$ cat src/rtl/return_address_stack.sv
// Circular return-address stack for the 16-bit fetch path: calls push PC+2,
// returns pop it back; overflow overwrites the oldest entry, errors are sticky.
module return_address_stack #(
    parameter int ADDR_W = 16,
    parameter int DEPTH  = 8,
    parameter int PTR_W  = 3
) (
    input  logic              clk,
    input  logic              rst_n,
    input  logic              push,
    input  logic [ADDR_W-1:0] push_addr,
    input  logic              pop,
    input  logic              clear_err,
    output logic [ADDR_W-1:0] top_addr,
    output logic [ADDR_W-1:0] ret_addr,
    output logic              ret_valid,
    output logic              empty,
    output logic              full,
    output logic [PTR_W:0]    count,
    output logic              overflow,
    output logic              underflow,
    output logic              misalign
);

    localparam logic [PTR_W:0] DEPTH_CNT = (PTR_W+1)'(DEPTH);

    logic [ADDR_W-1:0] mem_q [DEPTH];
    logic [PTR_W-1:0]  sp_q, sp_d;
    logic [PTR_W:0]    count_q, count_d;
    logic [ADDR_W-1:0] ret_addr_q, ret_addr_d;
    logic              ret_valid_q, ret_valid_d;
    logic              overflow_q, overflow_d;
    logic              underflow_q, underflow_d;
    logic              misalign_q, misalign_d;

    logic              wr_en;
    logic [PTR_W-1:0]  wr_idx;
    logic [PTR_W-1:0]  top_idx;
    logic [ADDR_W-1:0] push_val;
    logic              pop_ok;

    assign empty    = (count_q == '0);
    assign full     = (count_q == DEPTH_CNT);
    assign top_idx  = sp_q - 1'b1;
    assign push_val = {push_addr[ADDR_W-1:1], 1'b0};
    assign pop_ok   = pop && !empty;

    always_comb begin
        // NOTE: every signal gets a default before any branch, so no latch is inferred.
        sp_d        = sp_q;
        count_d     = count_q;
        ret_addr_d  = ret_addr_q;
        ret_valid_d = 1'b0;
        wr_en       = 1'b0;
        wr_idx      = sp_q;
        overflow_d  = clear_err ? 1'b0 : overflow_q;
        underflow_d = clear_err ? 1'b0 : underflow_q;
        misalign_d  = clear_err ? 1'b0 : misalign_q;

        if (push && pop_ok) begin
            // Return then call: hand back the top and replace it in place.
            ret_addr_d  = mem_q[top_idx];
            ret_valid_d = 1'b1;
            wr_en       = 1'b1;
            wr_idx      = top_idx;
        end else if (pop_ok) begin
            ret_addr_d  = mem_q[top_idx];
            ret_valid_d = 1'b1;
            sp_d        = sp_q - 1'b1;
            count_d     = count_q - 1'b1;
        end else if (push) begin
            wr_en = 1'b1;
            sp_d  = sp_q + 1'b1;
            if (full) overflow_d = 1'b1;
            else      count_d    = count_q + 1'b1;
        end

        if (pop && empty)            underflow_d = 1'b1;
        if (push && push_addr[0])    misalign_d  = 1'b1;
    end

    always_ff @(posedge clk) begin
        if (!rst_n) begin
            // NOTE: state updates use non-blocking assignments so every flop samples pre-edge values.
            sp_q        <= '0;
            count_q     <= '0;
            ret_addr_q  <= '0;
            ret_valid_q <= 1'b0;
            overflow_q  <= 1'b0;
            underflow_q <= 1'b0;
            misalign_q  <= 1'b0;
        end else begin
            sp_q        <= sp_d;
            count_q     <= count_d;
            ret_addr_q  <= ret_addr_d;
            ret_valid_q <= ret_valid_d;
            overflow_q  <= overflow_d;
            underflow_q <= underflow_d;
            misalign_q  <= misalign_d;
        end
    end

    // NOTE: storage is not reset; entries are only visible through count, so contents are don't-care.
    always_ff @(posedge clk) begin
        if (rst_n && wr_en) mem_q[wr_idx] <= push_val;
    end

    assign top_addr  = empty ? '0 : mem_q[top_idx];
    assign ret_addr  = ret_addr_q;
    assign ret_valid = ret_valid_q;
    assign count     = count_q;
    assign overflow  = overflow_q;
    assign underflow = underflow_q;
    assign misalign  = misalign_q;

endmodule

$ cat config.mk
export PLATFORM = sky130hd
export DESIGN_NAME = return_address_stack
export DESIGN_NICKNAME = d
export VERILOG_FILES = /design/src/rtl/return_address_stack.sv
export SDC_FILE = /design/constraint.sdc
export NUM_CORES = 1
export LEC_CHECK = 0
export CAP_MARGIN = 20
export CORE_MARGIN = 10
export CORE_UTILIZATION = 40
export DETAILED_ROUTE_END_ITERATION = 8
export PLACE_DENSITY_LB_ADDON = 0.12
export SYNTH_ARGS = -nofsm -noshare
export SYNTH_HDL_FRONTEND = slang
export SYNTH_SLANG_ARGS = --single-unit
export TNS_END_PERCENT = 5
$ cat constraint.sdc
create_clock -name clk -period 3.4 [get_ports clk]
set_input_delay 0.85 -clock clk [delete_from_list [all_inputs] [get_ports clk]]
set_output_delay 0.85 -clock clk [all_outputs]
set_load 0.01 [all_outputs]
==> metrics.yaml, run 1 <==
clock_tree:
  htreeDepth: 4
  clkTransAtPathRegs_ps: 60
  cts-root-buf: "clkbuf_16"
  cts_buffers: 17
  cts_tree: "built"
  clock_sinks: 146
  clk_latency_ps: 420
  cts_buffer_depth: 2
sta:
  maxSlewViolCount: 0
  finalSetupTns_ps: 0
  fin_worst_skew_ps: 10.0
  slew-limit-headroom: 0.606
  setup_viol: 0
  tightest_slew_ps: 589
  max_freq_mhz: 299
  hold_viol_final: 0
  rsz0062_at_grt: "true"
  post-route-period-util: 0.982
  fin_crit_ps: 3340
route:
  wirelength_um: 14200
  wl_per_cell_um: 19.3
  via_per_inst: 5.29
  antenna_left: 0
  drt_iter0_drc: 285
  vias: 3894
  dr.pass1.iters: 6
  drc: 0
global_routing:
  grt_first_pass_wirelength_um: 21700
  grt.total_usage: 0.140
  overflow: 0
  antenna_found_initial: 0
  grt_pass1_vias: 3718
  grt_max_degree: 32
synth:
  synth_cells: 456
  async_flop_share: 0
  syn_area_per_cell_um2: 13.4
  synth_area_leaders: "edfxtp_1 59%, mux2i_1 10%, dfxtp_1 8.5%"
  yosysSeqAreaShare: 0.673
  yosysTopAreaCellShare: 0.588
  synth_flop_cell: "edfxtp_1"
  synth_area_um2: 6120
  ys_types: 44
  synth_area_leader_cell: "edfxtp_1"
  synth-seq-cells: 146
  synth-warning-count: 0
  synth-edff-count: 120
worst_hold_path:
  min_path_type: "register to register"
  hp-start: "ret_addr[10]"
  whs_endpoint: "ret_addr[10]"
  whs_path_depth: 2
die:
  io_pins: 63
  die_x_um: 144
  dieArea_um2: 20700
  core_um2: 15100
  num_rows: 45
  die_h_um: 144
  start_util: 0.406
setup_path:
  setup.worst_path.start_class: "register"
  crit_family: "buffers and inverters"
  crit_type: "register to primary output"
  crit_path_top_delay_cell: "clkdlybuf4s50_1"
  cp_max_fo: 11
  rr_worst_depth: 6
  cp_num_buf_inv: 3
  required_ps: 2550
  rrSetupSlack_ps: 860
  rr_startpoint: "count[0]"
  slowest_delay_ps: 490
  cp_data_arrival_time_ps: 2490
  end_kind: "primary output"
  timing.rr.end: "mem_q[7][0]"
  crit_path_cell_trace: "inv_1 > ha_4 > buf_8 > mux2i_2 > nand3_1 > nand4_1 > nor2_1 > clkdlybuf4s50_1"
flow_run:
  maxCapViolations: 0
finish:
  drive_gt1_frac: 0.155
  antenna_cells: 0
  fin_nets: 560
  syn_to_final_growth_pct: 27.2
  layout_common_cells: "120 x edfxtp_1, 63 x nand3_1, 55 x clkdlybuf4s50_1, 53 x mux2i_1, 35 x nor2_1"
  design_area_um2: 7790
  layout_commonest_cell: "edfxtp_1"
power:
  p_per_area_nw_per_um2: 973
  leakage_uw: 0.00279
  irDropWorstVdd_uv: 364
placement:
  placed_area_um2: 7040
  gp_congestion: 0.751
  dp_hpwl_um: 9390
  io_buffer_count: 60
run_status:
  status: "complete, no violations"
[stage by stage]
| stage | util | instances | power [µW] | worst slack, ps | hold WS, ps |
|---|---|---|---|---|---|
| floorplan | - | 457 | 4260 | 427 | 473 |
| global placement | 0.466 | 698 | 5510 | 114 | 436 |
| detailed placement | 0.466 | 698 | 5550 | 19.0 | 444 |
| CTS | 0.510 | 732 | 7500 | -34.3 | 458 |
| global route | 0.516 | 736 | 7980 | -58.7 | 476 |
| finish | 0.516 | 736 | 7570 | 59.7 | 452 |
[timing repair]
| action | 4_1_cts | 5_1_grt |
|---|---|---|
| hold buffers | 0 | 0 |
| cloned | 2 | 0 |
| setup endpoints to repair | 15 | 15 |
| buffers inserted | 1 | 4 |
| resized for setup | 11 | 13 |
| pin swaps | 4 | 7 |
[Yosys cell counts, drive strengths merged (2+ instances only)]
| library cell | count |
|---|---|
| edfxtp | 120 |
| nand3 | 63 |
| mux2i | 62 |
| nor2 | 35 |
| dfxtp | 26 |
| nand2 | 22 |
| o21ai | 20 |
| buf | 18 |
| clkbuf | 17 |
| nand4 | 16 |
| nand2b | 7 |
| inv | 6 |
| xnor2 | 4 |
| a211oi | 3 |
| a22oi | 3 |
| a31oi | 3 |
| ha | 3 |
| nor4b | 3 |
| a2111oi | 2 |
| a21oi | 2 |
| a221oi | 2 |
| nor2b | 2 |
| nor3 | 2 |
| nor4 | 2 |
[worst register-to-register path, cell delays in order (launching register included)]
cell and delay, ps:
dfxtp_1 590, or4_4 270, clkinv_2 310, a2111oi_0 520, a31oi_1 130, nor2_1 110
buf_4 280
[routing by layer]
layer	wire, µm	up-vias	share of wire	global-route usage
met1	6840	1903	0.48	0.191
li1	-	1867	-	-
met3	723	16	0.051	0.0366
met2	6430	108	0.45	0.209
met4	192	0	0.014	0.0505
met5	0	-	0	0
[registers in the layout (all words and copies together) (netlist names)]
| register | count |
|---|---|
| count | 4 |
| mem_q | 120 |
| overflow | 1 |
| underflow | 1 |
| sp_q | 3 |
| misalign | 1 |
| ret_addr | 15 |
| ret_valid | 1 |
[final cells by class]
cell class	instances	area [µm²]
Clock buffer	17	425
Clock inverter	14	138
Fill cell	1257	7300
Inverter	7	27.5
Multi-Input combinational cell	271	1910
Sequential cell	146	4130
Tap cell	188	235
Timing Repair Buffer	93	921
[how the worst max path moves through the flow]
stage / start / to / slack (ps) / depth (start not counted)
after CTS: sp_q[1] / top_addr[4] / -30 / 8
after global routing: sp_q[1] / top_addr[11] / -60 / 8
after global placement: sp_q[0] / top_addr[11] / 110 / 8
final: sp_q[1] / top_addr[11] / 60 / 8
after floorplan: sp_q[0] / mem_q[0][0] / 430 / 10
after detailed placement: sp_q[0] / top_addr[10] / 20 / 8
[report_power, final]
part / leakage [µW] / internal (µW) / switching (µW)
registers: 0.00130 / 2160 / 124
logic: 0.00122 / 1620 / 1890
clock network: 0.000272 / 1070 / 704
total: 0.00279 / 4860 / 2720
[cells by family after synthesis]
family                   share of synthesized area
adder cells (fa/ha/maj)                    0.00613
buffers and inverters                       0.0353
flip-flops                                   0.673
other                                     0.000612
XOR/XNOR                                   0.00715
AND/OR/NAND/NOR                              0.127
multiplexers                                 0.103
AO/OA/AOI/OAI                               0.0470
Power figures use the tool's default switching activity.
==> run 2, diff against run 1 <==
- PLACE_DENSITY_LB_ADDON: 0.12 -> 0.1
==> metrics.yaml, run 2 (synthesis results as in run 1) <==
sta:
  setup_viol: 0
  fin_worst_skew_ps: 10.6
  finalSetupTns_ps: 0
  fin_crit_ps: 3330
  slew-limit-headroom: 0.615
  tightest_slew_ps: 575
  max_freq_mhz: 300
  hold_viol_final: 0
  post-route-period-util: 0.979
  rsz0062_at_grt: "true"
  maxSlewViolCount: 0
power:
  p_switching_uw: 2710
  p_comb_frac: 0.468
  leakage_uw: 0.00288
  irDropWorstVdd_uv: 578
  power_frac_seq: 0.293
  p_per_area_nw_per_um2: 990
  p_sw_frac: 0.348
  p_clk_frac: 0.240
  intPower_uw: 5080
setup_path:
  required_ps: 3730
  end_kind: "register"
  setup.worst_path.start_class: "register"
  cp_max_fo: 11
  crit_type: "register to register"
  cp_data_arrival_time_ps: 3660
route:
  wirelength_um: 13900
  dr.pass1.iters: 4
  antenna_left: 0
  drt_iter0_drc: 389
  wl_per_cell_um: 18.6
  via_per_inst: 5.15
  drc: 0
  vias: 3860
clock_tree:
  cts_buffer_depth: 2
  cts-root-buf: "clkbuf_16"
  clock_sinks: 146
  clkTransAtPathRegs_ps: 60
  clk_latency_ps: 410
  cts_tree: "built"
  htreeDepth: 4
  cts_buffers: 17
flow_run:
  maxCapViolations: 0
finish:
  antenna_cells: 0
  nFillCells: 1277
  layout_common_cells: "120 x edfxtp_1, 63 x nand3_1, 62 x mux2i_1, 52 x clkdlybuf4s50_1, 42 x buf_4"
  largest_reg_flops: 120
  design_area_um2: 7870
  syn_to_final_growth_pct: 28.4
  layout_commonest_cell: "edfxtp_1"
  regMostFlops: "mem_q"
  fin_nets: 573
  drive_gt1_frac: 0.164
die:
  start_util: 0.406
  die_h_um: 144
  die_x_um: 144
  core_um2: 15100
  num_rows: 45
  io_pins: 63
  dieArea_um2: 20700
global_routing:
  grt.total_usage: 0.140
  antenna_found_initial: 0
  grt_first_pass_wirelength_um: 21900
  grt_pass1_vias: 3865
  grt_max_degree: 32
  overflow: 0
run_status:
  status: "complete, no violations"
placement:
  placed_area_um2: 7050
  io_buffer_count: 60
  gp_congestion: 0.766
  dp_hpwl_um: 9390
worst_hold_path:
  min_path_type: "register to register"
## run 2: area by class of cell
cell class | count | area [µm²] | share of cell area
timing repair buffer | 107 | 1020 | 0.129
inverter | 7 | 27.5 | 0.00350
sequential | 146 | 4130 | 0.525
multi-input combinational | 270 | 1850 | 0.236
clock inverter | 10 | 120 | 0.0153
tap | 188 | 235 | 0.0299
clock buffer | 22 | 484 | 0.0616
## run 2: worst paths after layout
check / from / to / slack, ps / cells after the start
worst max-delay path: sp_q[1] / ret_addr[5] / 70 / 22
worst min-delay path: ret_addr[5] / ret_addr[5] / 450 / 2
worst max register to register: sp_q[1] / ret_addr[5] / 70 / 22
worst min register to register: ret_addr[5] / ret_addr[5] / 450 / 2
## run 2: metal layers
| layer | up-vias | track usage | share of wire |
|---|---|---|---|
| li1 | 1891 | - | - |
| met3 | 15 | 0.0356 | 0.043 |
| met1 | 1876 | 0.183 | 0.47 |
| met5 | - | 0 | 0 |
| met4 | 0 | 0.0500 | 0.012 |
| met2 | 78 | 0.221 | 0.48 |
## run 2: per-stage QoR
step / util / hold WS, ps / instances / setup WS (ps) / power, µW
after floorplan: - / 473 / 457 / 427 / 4260
after global placement: 0.467 / 436 / 700 / 89.6 / 5500
after detailed placement: 0.467 / 442 / 700 / 19.6 / 5530
after CTS: 0.517 / 456 / 748 / -0.177 / 7760
after global routing: 0.521 / 479 / 750 / -68.2 / 8260
final: 0.521 / 449 / 750 / 70.8 / 7790
## run 2: repair_timing
| action | 4_1_cts | 5_1_grt |
|---|---|---|
| setup endpoints to repair | 15 | 13 |
| pin swaps | 4 | 3 |
| hold buffers | 0 | 0 |
| gates resized for setup | 6 | 11 |
| hold endpoints to repair | 0 | 0 |
| setup buffers | 15 | 3 |
| gates cloned | 1 | 0 |
## run 2: worst max-delay path, stage by stage (launching register included)
cell and delay (ps):
dfxtp_2 330, inv_1 70, ha_4 180, buf_4 160
xnor2_2 150, buf_6 160, nand3_1 90, nand4_1 230
buf_4 220, buf_4 120, buf_4 120, buf_4 120
buf_4 120, buf_4 120, buf_4 120, buf_4 130
buf_4 120, buf_4 120, buf_4 120, buf_4 120
buf_4 120, buf_4 120, o21ai_1 100
## run 2: power groups by stage
stage	clock network (µW)	registers [µW]	logic [µW]
detailed placement	0	2310	3230
global placement	0	2300	3200
global route	2000	2300	3950
floorplan	0	2320	1950
finish	1870	2280	3640
CTS	1910	2280	3570
==> run 3, diff against run 2 <==
- CELL_PAD_IN_SITES_DETAIL_PLACEMENT: default -> 1
- CELL_PAD_IN_SITES_GLOBAL_PLACEMENT: default -> 1
==> metrics.yaml, run 3 (synthesis results as in run 1) <==
route:
  drc: 0
  wl_per_cell_um: 20.7
  antenna_left: 0
  wirelength_um: 15300
  via_per_inst: 5.31
  vias: 3932
  drt_iter0_drc: 245
  dr.pass1.iters: 4
flow_run:
  maxCapViolations: 0
sta:
  hold_viol_final: 0
  rsz0062_at_grt: "true"
  fin_worst_skew_ps: 7.00
  fin_crit_ps: 3360
  setup_viol: 0
  layout_setup_ws_ps: 36.6
  max_freq_mhz: 297
  slew-limit-headroom: 0.632
  maxSlewViolCount: 0
  post-route-period-util: 0.989
  tightest_slew_ps: 550
clock_tree:
  cts-root-buf: "clkbuf_16"
  cts_tree: "built"
  htreeDepth: 4
  cts_buffer_depth: 2
  cts_buffers: 17
  clk_latency_ps: 410
  clkTransAtPathRegs_ps: 60
  clock_sinks: 146
  cts-hold-fix-buffers: 0
setup_path:
  end_kind: "primary output"
  cp_max_fo: 17
  cp_data_arrival_time_ps: 2510
  timing.rr.end: "mem_q[7][7]"
  worst-path-stages: 8
  crit_path_cell_trace: "inv_1 > ha_4 > buf_12 > mux2i_1 > nand3_1 > nand4_1 > nor2_1 > clkdlybuf4s50_1"
  rr_startpoint: "count[2]"
  rrSetupSlack_ps: 810
  crit_type: "register to primary output"
  cp_num_buf_inv: 3
  rr_worst_depth: 6
  crit_end: "top_addr[5]"
  crit_path_top_delay_cell: "clkdlybuf4s50_1"
  startpoint: "sp_q[1]"
  crit_family: "buffers and inverters"
  required_ps: 2550
  setup.worst_path.start_class: "register"
  slowest_delay_ps: 500
global_routing:
  antenna_found_initial: 0
  grt_max_degree: 32
  grt_first_pass_wirelength_um: 24200
  grt_pass1_vias: 4156
  grt.total_usage: 0.156
  overflow: 0
finish:
  layout_commonest_cell: "edfxtp_1"
  largest_reg_flops: 120
  post-route-util: 0.517
  nFillCells: 1540
  layout_common_cells: "120 x edfxtp_1, 63 x nand3_1, 59 x mux2i_1, 47 x clkdlybuf4s50_1, 35 x nor2_1"
  sequential_cell_area_um2: 4130
  regMostFlops: "mem_q"
  fin_nets: 563
  drive_gt1_frac: 0.145
  multi_input_area_um2: 1900
  design_area_um2: 7800
  syn_to_final_growth_pct: 27.4
  antenna_cells: 0
power:
  leakage_uw: 0.00288
  p_per_area_nw_per_um2: 968
  p_total_uw: 7550
  power_frac_seq: 0.304
  intPower_uw: 4800
  p_clk_frac: 0.227
  p_comb_frac: 0.469
  p_switching_uw: 2750
  irDropWorstVdd_uv: 515
  p_sw_frac: 0.364
placement:
  dp_hpwl_um: 9940
  placed_area_um2: 7070
  gp_congestion: 0.742
  io_buffer_count: 60
  place_ws_ps: -72.6
die:
  start_util: 0.406
  die_x_um: 144
  num_rows: 45
  die_h_um: 144
  io_pins: 63
  core_um2: 15100
  dieArea_um2: 20700
worst_hold_path:
  min_path_type: "register to register"
run_status:
  status: "complete, no violations"
[run 3: cell types whose count changed in the layout (fill, tap and decap cells not counted), moves of 3 or more]
cell	delta
buf_4	-11
clkbuf_1	+4
clkbuf_8	-3
clkdlybuf4s50_1	-5
dlymetal6s2s_1	+6
mux2i_1	-3
mux2i_2	+3
[run 3: metrics by stage]
step / TNS (ps) / instances / hold slack [ps]
after CTS: -7.39 / 739 / 456
after global placement: 0 / 701 / 434
after floorplan: 0 / 457 / 473
final: 0 / 740 / 452
after detailed placement: -252 / 701 / 442
after global routing: -299 / 740 / 493
[run 3: worst reg2reg max path, delay by kind of cell, from the launching register on]
kind                   cells  cell delay, ps
and+or+nand+nor            2             380
DFF                        1             580
buffers and inverters      2             620
AOI/OAI and AO/OA          2             690
[run 3: cell type report]
class                           count  share of cell area
Sequential cell                   146               0.529
Clock buffer                       23              0.0587
Clock inverter                      9              0.0111
Multi-Input combinational cell    271               0.244
Tap cell                          188              0.0302
Timing Repair Buffer               96               0.123
Inverter                            7             0.00353
[run 3: worst min-delay path by stage]
stage	startpoint	to	slack, ps	cells after the start
6_report	ret_addr[14]	ret_addr[14]	450	2
5_1_grt	ret_addr[5]	ret_addr[5]	490	2
4_1_cts	ret_addr[12]	ret_addr[12]	460	2
3_5_place_dp	ret_addr[12]	ret_addr[12]	440	2
3_3_place_gp	ret_addr[6]	ret_addr[6]	430	2
2_1_floorplan	ret_addr[7]	ret_addr[7]	470	2
[run 3: what timing repair did]
item | in CTS | in global routing
cloned | 2 | 1
buffers inserted | 4 | 0
endpoints found under the setup margin | 15 | 14
pin swaps | 3 | 6
resized for setup | 6 | 17
[run 3: per-layer routing]
metal | vias to the layer above | global-route usage | wire (µm)
met5 | - | 0 | 0
met4 | 0 | 0.0548 | 95
met3 | 6 | 0.0347 | 569
met2 | 65 | 0.248 | 7500
met1 | 1984 | 0.205 | 7150
li1 | 1877 | - | -
[run 3: power by group through the flow]
stage          registers, µW  logic, µW  clock network (µW)
6_report                2290       3540                1720
2_1_floorplan           2320       1950                   0
4_1_cts                 2290       3530                1750
3_5_place_dp            2310       3320                   0
5_1_grt                 2320       3860                1840
3_3_place_gp            2300       3260                   0
